<file path="src/rtl/rl_fifo_ctrl_1r1w.sv">
// Show-ahead FIFO controller driving an external rl_ram_1r1w as storage.
// Define RL_FIFO_CTRL_ERR_EN to build the sticky overflow/underflow flags.
module rl_fifo_ctrl_1r1w #(
  parameter int ABITS = 4,
  parameter int DBITS = 32
) (
  input  logic                   clk_i,
  input  logic                   rst_ni,
  input  logic                   clr_i,
  input  logic                   push_i,
  input  logic [DBITS-1:0]       din_i,
  output logic                   full_o,
  input  logic                   pop_i,
  output logic [DBITS-1:0]       dout_o,
  output logic                   empty_o,
  output logic [ABITS:0]         level_o,
  output logic [ABITS-1:0]       ram_waddr_o,
  output logic [DBITS-1:0]       ram_din_o,
  output logic                   ram_we_o,
  output logic [(DBITS+7)/8-1:0] ram_be_o,
  output logic [ABITS-1:0]       ram_raddr_o,
  output logic                   ram_re_o,
  input  logic [DBITS-1:0]       ram_dout_i,
  output logic                   ovf_o,
  output logic                   udf_o
);

  localparam logic [ABITS-1:0] PTR_ONE  = {{(ABITS-1){1'b0}}, 1'b1};
  localparam logic [ABITS:0]   LVL_ONE  = {{ABITS{1'b0}}, 1'b1};
  localparam logic [ABITS:0]   LVL_FULL = {1'b1, {ABITS{1'b0}}};

  logic [ABITS-1:0] wptr_q, rptr_q, wptr_nxt, rptr_nxt;
  logic [ABITS:0]   level_q, level_nxt;
  logic             empty_q, full_q;
  logic             push_ok, pop_ok;

  // A push while full is legal only when a pop frees the slot in the same cycle.
  assign push_ok = push_i & (~full_q | pop_i);
  assign pop_ok  = pop_i & ~empty_q;

  always_comb begin
    wptr_nxt  = wptr_q;
    rptr_nxt  = rptr_q;
    level_nxt = level_q;
    if (clr_i) begin
      wptr_nxt  = '0;
      rptr_nxt  = '0;
      level_nxt = '0;
    end else begin
      if (push_ok) wptr_nxt = wptr_q + PTR_ONE;
      if (pop_ok)  rptr_nxt = rptr_q + PTR_ONE;
      if (push_ok && !pop_ok)      level_nxt = level_q + LVL_ONE;
      else if (pop_ok && !push_ok) level_nxt = level_q - LVL_ONE;
    end
  end

  always_ff @(posedge clk_i or negedge rst_ni) begin
    if (!rst_ni) begin
      wptr_q  <= '0;
      rptr_q  <= '0;
      level_q <= '0;
      empty_q <= 1'b1;
      full_q  <= 1'b0;
    end else begin
      wptr_q  <= wptr_nxt;
      rptr_q  <= rptr_nxt;
      level_q <= level_nxt;
      empty_q <= (level_nxt == '0);
      full_q  <= (level_nxt == LVL_FULL);
    end
  end

  // Reading from the next pointer keeps the head word ready one cycle ahead;
  // a push into the slot being read is served by the RAM's write bypass.
  assign ram_waddr_o = wptr_q;
  assign ram_din_o   = din_i;
  assign ram_we_o    = push_ok & ~clr_i;
  assign ram_be_o    = '1;
  assign ram_raddr_o = rptr_nxt;
  assign ram_re_o    = 1'b1;

  assign dout_o  = ram_dout_i;
  assign empty_o = empty_q;
  assign full_o  = full_q;
  assign level_o = level_q;

`ifdef RL_FIFO_CTRL_ERR_EN
  logic ovf_q, udf_q;

  always_ff @(posedge clk_i or negedge rst_ni) begin
    if (!rst_ni) begin
      ovf_q <= 1'b0;
      udf_q <= 1'b0;
    end else if (clr_i) begin
      ovf_q <= 1'b0;
      udf_q <= 1'b0;
    end else begin
      if (push_i && full_q && !pop_i) ovf_q <= 1'b1;
      if (pop_i && empty_q)           udf_q <= 1'b1;
    end
  end

  assign ovf_o = ovf_q;
  assign udf_o = udf_q;
`else
  assign ovf_o = 1'b0;
  assign udf_o = 1'b0;
`endif

endmodule
</file>
<file path="config.mk">
export PLATFORM = sky130hd
export DESIGN_NAME = rl_fifo_ctrl_1r1w
export DESIGN_NICKNAME = d
export VERILOG_FILES = /design/src/rtl/rl_fifo_ctrl_1r1w.sv
export SDC_FILE = /design/constraint.sdc
export NUM_CORES = 1
export LEC_CHECK = 0
export CAP_MARGIN = 10
export CELL_PAD_IN_SITES_DETAIL_PLACEMENT = 1
export CELL_PAD_IN_SITES_GLOBAL_PLACEMENT = 1
export CORE_MARGIN = 2
export CORE_UTILIZATION = 20
export CTS_CLUSTER_SIZE = 10
export DETAILED_ROUTE_END_ITERATION = 16
export PLACE_DENSITY_LB_ADDON = 0.1
export SLEW_MARGIN = 15
export SYNTH_ARGS = -nofsm -noshare
export SYNTH_HDL_FRONTEND = slang
export SYNTH_SLANG_ARGS = --single-unit
</file>
<file path="constraint.sdc">
create_clock -name clk_i -period 4.7 [get_ports clk_i]
set_input_delay 0.705 -clock clk_i [delete_from_list [all_inputs] [get_ports clk_i]]
set_output_delay 0.705 -clock clk_i [all_outputs]
set_load 0.005 [all_outputs]
</file>
==> results of run 1 <==
## synthesized netlist by cell type (2+ instances only)
library cell,number
a21oi_1,4
buf_2,2
buf_4,72
conb_1,2
dfrtp_1,14
ha_1,4
inv_1,4
mux2i_1,2
nand2_1,6
nand2b_1,3
nand3_1,4
nand4_1,4
nor2_1,10
nor2b_1,3
nor3_1,6
nor4_1,2
o21ai_0,3
xnor2_1,2
xor2_1,4
## metrics by stage
step,cell area [um2],hold slack (ps),setup slack [ps]
after global placement,1230,554,1110
after global routing,1280,623,801
after detailed placement,1230,571,1030
after CTS,1280,581,1020
final,1280,568,1070
after floorplan,1460,409,2500
## routing by layer
layer  share of wire (%)  track usage (%)  up-vias
met4                 2.8             2.75        0
met2                  46             12.7       46
met3                 8.7             3.45       20
met1                  43             10.4      411
met5                   0                0        -
li1                    -                -      384
## sequential cells by signal, indices dropped and copies added (netlist names)
register / cells
empty_o: 1
full_o: 1
level_o: 5
ram_waddr_o: 4
rptr_q: 4
## cells by family after synthesis
| logic type | after synthesis | synth area share [%] |
|---|---|---|
| buffers and inverters | 79 | 39.5 |
| AND/OR/NAND/NOR | 47 | 20.0 |
| flip-flops | 15 | 26.2 |
| AO/OA/AOI/OAI | 12 | 5.30 |
| XOR/XNOR | 6 | 3.65 |
| adder cells (fa/ha/maj) | 4 | 3.48 |
| other | 2 | 0.521 |
| multiplexers | 2 | 1.39 |
## final timing paths
check                                      end  slack [ps]  startpoint  cells past startpoint
worst max-delay path            ram_raddr_o[3]        1070       pop_i                      6
worst min-delay path                 rptr_q[3]         570   rptr_q[3]                      2
worst max register to register          full_o        2770  level_o[0]                      7
worst min register to register       rptr_q[3]         570   rptr_q[3]                      2
max in group asynchronous           level_o[1]        3320      rst_ni                      1
min in group asynchronous           level_o[4]         900      rst_ni                      1
## critical path, delay by kind of cell
| kind | cells | cell delay, ps |
|---|---|---|
| XOR/XNOR | 1 | 170 |
| buffers and inverters | 2 | 1190 |
| AND/OR/NAND/NOR | 3 | 850 |
## final cells by class
class                           instances  area [um2]
Multi-Input combinational cell         78         513
Fill cell                             803        5590
Sequential cell                        15         377
Clock buffer                            3        41.3
Inverter                                4        15.0
Tap cell                               96         120
Clock inverter                          1        5.00
Timing Repair Buffer                   21         208
## power by group through the flow
| stage | Sequential, mW | Combinational, mW | Clock, mW |
|---|---|---|---|
| floorplan | 0.182 | 0.139 | 0 |
| global placement | 0.193 | 0.163 | 0 |
| detailed placement | 0.193 | 0.164 | 0 |
| CTS | 0.191 | 0.164 | 0.113 |
| global route | 0.195 | 0.181 | 0.119 |
| finish | 0.189 | 0.160 | 0.108 |
==> results.txt, run 1 <==
The clock passes through at most 2 buffers. The number of hold violations in the final report was 0; the ratio of routed vias to standard cells was 3.95. In the synthesized netlist, the number of instances is 167. The count of max-cap constraint violations came out at 0. 0 antenna diodes ended up in the layout. Net switching is 35.2% of the power.

The number of enable flip-flop cells after synthesis is 0. Of all nets on the critical path, the largest fanout is 10. The largest total area in the synthesized netlist belongs to buf_4.

The final critical path time including I/O delays and setup is 3630 ps. Among all stages on the critical path, the largest delay is contributed by clkdlybuf4s50_1. The most used flip-flop cell after synthesis is dfrtp_1. In this run, post-CTS repair resized a total of 0 instances.

The H-tree depth came out at 1. The most common cell after layout, fill and taps aside is clkdlybuf4s50_1. The number of warnings printed during yosys synthesis was 0; the area growth from synthesis to layout was -11.2%. TritonCTS built the clock tree. Area inside the core boundary: 6870 um2.

The clock sink total is 15, and the total power density per cell area is 357 nW/um2. The worst clock skew is 0.795 ps. The aggregate negative setup slack was 0 ps; the sequential element share of the synthesized area was 26.2%. For the number of core rows, the log shows 30. The flow ran to the end, and the final reports show no timing, DRC or antenna violations.

The number of buffers added on ports came out at 20. The number of global-route vias before repair was 931; the delay of the slowest critical-path stage was 660 ps. Startpoint type of the worst setup path: a primary input.

The first-iteration detailed-routing DRC count was 23; the number of hold buffers added after CTS was 0. The most numerous cell type found on the critical path is clkdlybuf4s50_1. Across all layers, the routed design uses 861 vias.

In the post-synthesis netlist, the biggest area contributors are buf_4, dfrtp_1, ha_1, nor2_1, xor2_1. After synthesis, the mean cell area works out to 8.62 um2. The cell area that synthesis handed to floorplanning was 1440 um2. Count of pins over their slew limit: 0. Clock tree synthesis selected as its root buffer the cell clkbuf_8. The tightest min-delay check is of the reg2reg type. The run gives 0.275 GHz as the achievable clock frequency.

The part of the cycle the worst path needs is 77.3%, and the clock latency of the later-clocked register in the worst-skew pair is 250 ps. VDD sags by at most 0.0807 mV. Measured along the y axis, the die boundary spans 88.9 um. At the worst endpoint, the arrival time is 2930 ps.

Of all flip-flops after synthesis, the portion carrying an async set or reset was 100%. Dividing the detail-routed wire length by the instance count gives 14.4 um. The part of the power in combinational logic is 35.0%, and the fraction of final layout cells sized beyond drive strength 1 is 9.02%. The post-layout total power came out at 0.457 mW. The top-area cell type share of the netlist area is 37.5%, and the total clock buffers created by CTS is 3. The tools report the count of cell types in the netlist as 35.

In the layout the commonest cells are clkdlybuf4s50_1, dfrtp_1, nor2_1, conb_1. Type of element capturing the critical path: an output port. The run gives 0.296 mW as the cell-internal power. The x dimension of the die came out at 88.9 um. The tools report the half-perimeter wire length after placement as 2380 um. The tools report the final-stage net count as 196. Pin placement for this block handled 156 I/O pins. The worst pin sits at a relative slew slack of 49.1%.

The final setup violation count is 0. The run gives 218 as the number of cells in the finished layout apart from fillers. The global placement routability congestion was 0.697; the number of detailed-route iterations in the first pass was 2. After clock tree synthesis, the setup repair step added 0 buffers. Setup repair after global routing left no endpoint under its margin. In the routed design, unresolved DRC markers number 0.

The final standard cell utilization of the core was 18.6%. Clock slew at the register clock pins of the worst setup and hold paths: 70 ps. At the pin with the least slew margin, the transition time is 761 ps.

The number of storage elements in the synthesis netlist was 15; the total overflow reported by the global router was 0. Die outline area: 7900 um2. Once the floorplan was initialized, standard cells occupied 21.0% of the core. The first global-routing pass estimated 5060 um of wire. The critical path is of the in2out type. Entering global routing, the biggest net connects 18 pins.

For the final antenna-violating net count, the log shows 0. Across every metal layer, demand over resource in global routing totals 8.23%. In this run the power spent charging and discharging nets is 0.161 mW. The total wirelength of the detailed-routed design came out at 3140 um. Sequential cells burn 41.4% of the power.

The logs give 214 for the number of cells in the design after placement and 23.6% for the part of the total power dissipated in the clock network. The signal on the critical path passes through clkdlybuf4s50_1 > nor2b_1 > nand4_1 > xor2_1 > nor2_1 > clkdlybuf4s50_1. The tools report the number of antenna violations at the first check in global routing as 0. In this run the static leakage power is 0.525 nW.

Critical path required time: 3990 ps.
(Power assumes the default switching activity.)
==> run 2, diff against run 1 <==
Settings changed: CORE_UTILIZATION 20 to 18.
Clock period 4.7 ns to 3.7 ns, I/O delays scaled along.
==> results.txt, run 2 (synthesis results as in run 1) <==
The tools report the startpoint type of the worst setup path as a primary input (unchanged). The total wirelength of the detailed-routed design was 3330 um (was 3140 um); the critical path data arrival time was 2410 ps (was 2930 ps). The run gives 0 ps (unchanged) as the aggregate negative setup slack.

The type of element capturing the critical path is an output port (unchanged). The setup slack at placement was 683 ps (was 1030 ps). The critical path required time came out at 3140 ps (was 3990 ps). For the maximum buffer depth of the clock tree, the log shows 2 (unchanged). Dividing the final minimum period by the clock period gives 80.1%. The flow ran to the end, and the final reports show no timing, DRC or antenna violations.

The clock sink total is 15 (unchanged), and the average wire per cell in the routed design is 14.7 um (was 14.4 um). TritonCTS built the clock tree. The tools report the final-stage net count as 199 (was 196).

The number of inserted filler cells in the final layout is 904 (was 803). The tools report the final setup violation count as 0 (unchanged). The ratio of routed vias to standard cells was 3.93 (was 3.95). Kind of path behind the tightest hold check: reg2reg (unchanged). The area growth from synthesis to layout was -9.21% (was -11.2%); the count of pins over their slew limit was 0 (unchanged).

The x dimension of the die is 93.4 um (was 88.9 um), and the clock latency of the later-clocked register in the worst-skew pair is 250 ps (about the same). The most common cell after layout, fill and taps aside is clkdlybuf4s50_1 (unchanged). The tools report the number of global-route vias before repair as 1012 (was 931). The tightest slew margin relative to the limit is 50.6% (was 49.1%), and the final critical path time including I/O delays and setup is 2960 ps. The total power density per cell area is 451 nW/um2 (was 357 nW/um2). Critical register-to-register path startpoint: level_o[0] (unchanged). The die outline area was 8730 um2 (was 7900 um2). Height of the die: 93.4 um (was 88.9 um). The start point of the worst hold path was ram_waddr_o[3] (was rptr_q[3]). The area used by multi-input combinational logic is 513 um2 (unchanged), and the clock slew at the register clock pins of the worst setup and hold paths is 60 ps (was 70 ps). The worst setup path startpoint was pop_i (unchanged). The number of hold violations in the final report was 0 (unchanged). The tools report the number of antenna repair diodes as 0 (unchanged).

For the H-tree depth, the log shows 1 (unchanged). For the total clock buffers created by CTS, the log shows 3 (unchanged). Final critical-path setup slack: 738 ps (was 1070 ps). The run gives 16 (was 18) as the largest net degree at the start of global routing.

The number of buffers added on ports was 20 (unchanged). Number of hold buffers added after CTS: 0 (unchanged). The largest fanout of any net on the critical path was 5 (was 10); the number of detailed-route iterations in the first pass was 4 (was 2). The total overflow reported by the global router was 0 (unchanged).

The hold slack is 555 ps (was 568 ps), and the fraction of final layout cells sized beyond drive strength 1 is 10.4% (was 9.02%). Timing would allow up to 0.338 GHz. The top-level port count was 156 (unchanged); the flip-flop count of the largest register, all copies and words added was 5 (unchanged). Clock root buffer: clkbuf_8 (unchanged). Category of the critical setup timing path: in2out (unchanged). The logs give 0 (unchanged) for the final antenna-violating net count and 7730 um2 (was 6870 um2) for the area inside the core boundary. The run gives 0 (unchanged) as the setup fix buffers added after clock tree synthesis. For the total routing resource utilization after global routing, the log shows 7.92% (was 8.23%).

The tools report the post-layout total power as 0.590 mW (was 0.457 mW). The setup slack of the most critical reg-to-reg path was 1780 ps (was 2770 ps). The number of design rule violations left after detail routing is 0 (unchanged). The count of max-cap constraint violations was 0 (unchanged). The first-iteration detailed-routing DRC count came out at 16 (was 23). The final standard cell utilization of the core is 16.9% (was 18.6%), and the starting density of the core is 18.6% (was 21.0%).

The run gives 0.537 nW (was 0.525 nW) as the leakage power of the design. Transition at the pin with the smallest max-transition slack: 739 ps (was 761 ps). The register area was 377 um2 (unchanged); the number of antenna violations at the first check in global routing was 0 (unchanged). The worst clock skew came out at 1.84 ps (was 0.795 ps). The logs give 892 (was 861) for the vias after detailed routing and 0.163 mV (was 0.0807 mV) for the worst ir drop on vdd. The number of core rows came out at 32 (was 30).

Number of instances resized during post-cts repair: 0 (unchanged). For the half-perimeter wire length after placement, the log shows 2570 um (was 2380 um). Commonest non-fill, non-tap cells in the layout: clkdlybuf4s50_1, dfrtp_1, nor2_1, conb_1 (unchanged). The run gives 0.665 (was 0.697) as the global placement routability congestion. Setup repair after global routing left no endpoint under its margin. For the wire length of the first global-routing pass, the log shows 5330 um (was 5060 um).
run 2: area by class of cell:
type / instances / share of cell area [%]
multi-input cells: 78 / 39.2
flip-flops and latches: 15 / 28.8
clock buffers: 4 / 3.44
inverters: 4 / 1.15
repair buffers: 24 / 17.6
well taps: 102 / 9.76
run 2: per-stage QoR:
stage          instance area, um2  cells
2_1_floorplan                1460    172
3_3_place_gp                 1260    223
3_5_place_dp                 1260    223
4_1_cts                      1310    227
5_1_grt                      1310    227
6_report                     1310    227
run 2: where the power goes:
group / leakage [nW] / internal [mW] / switching, mW / total, mW
registers: 0.201 / 0.195 / 0.0473 / 0.242
logic: 0.314 / 0.111 / 0.0998 / 0.211
clock network: 0.0228 / 0.0763 / 0.0608 / 0.137
run 2: worst paths after layout:
check / to / depth (start not counted)
setup / recovery: ram_raddr_o[3] / 6
hold / removal: ram_waddr_o[3] / 2
setup reg to reg: full_o / 7
hold reg to reg: ram_waddr_o[3] / 2
max in group asynchronous: rptr_q[0] / 1
min in group asynchronous: level_o[4] / 1
run 2: critical path, stage by stage:
cell and delay [ps]:
clkdlybuf4s50_1 490, nor2b_1 390, nand4_1 170, xor2_1 160
nor2_1 120, clkdlybuf4s50_1 520
run 2: per-layer routing:
| metal | vias up | global-route usage, % | routed length [um] |
|---|---|---|---|
| met5 | - | 0 | 0 |
| met4 | 0 | 3.19 | 108 |
| met3 | 28 | 3.38 | 294 |
| met2 | 51 | 13.8 | 1630 |
| met1 | 426 | 8.37 | 1300 |
| li1 | 387 | - | - |
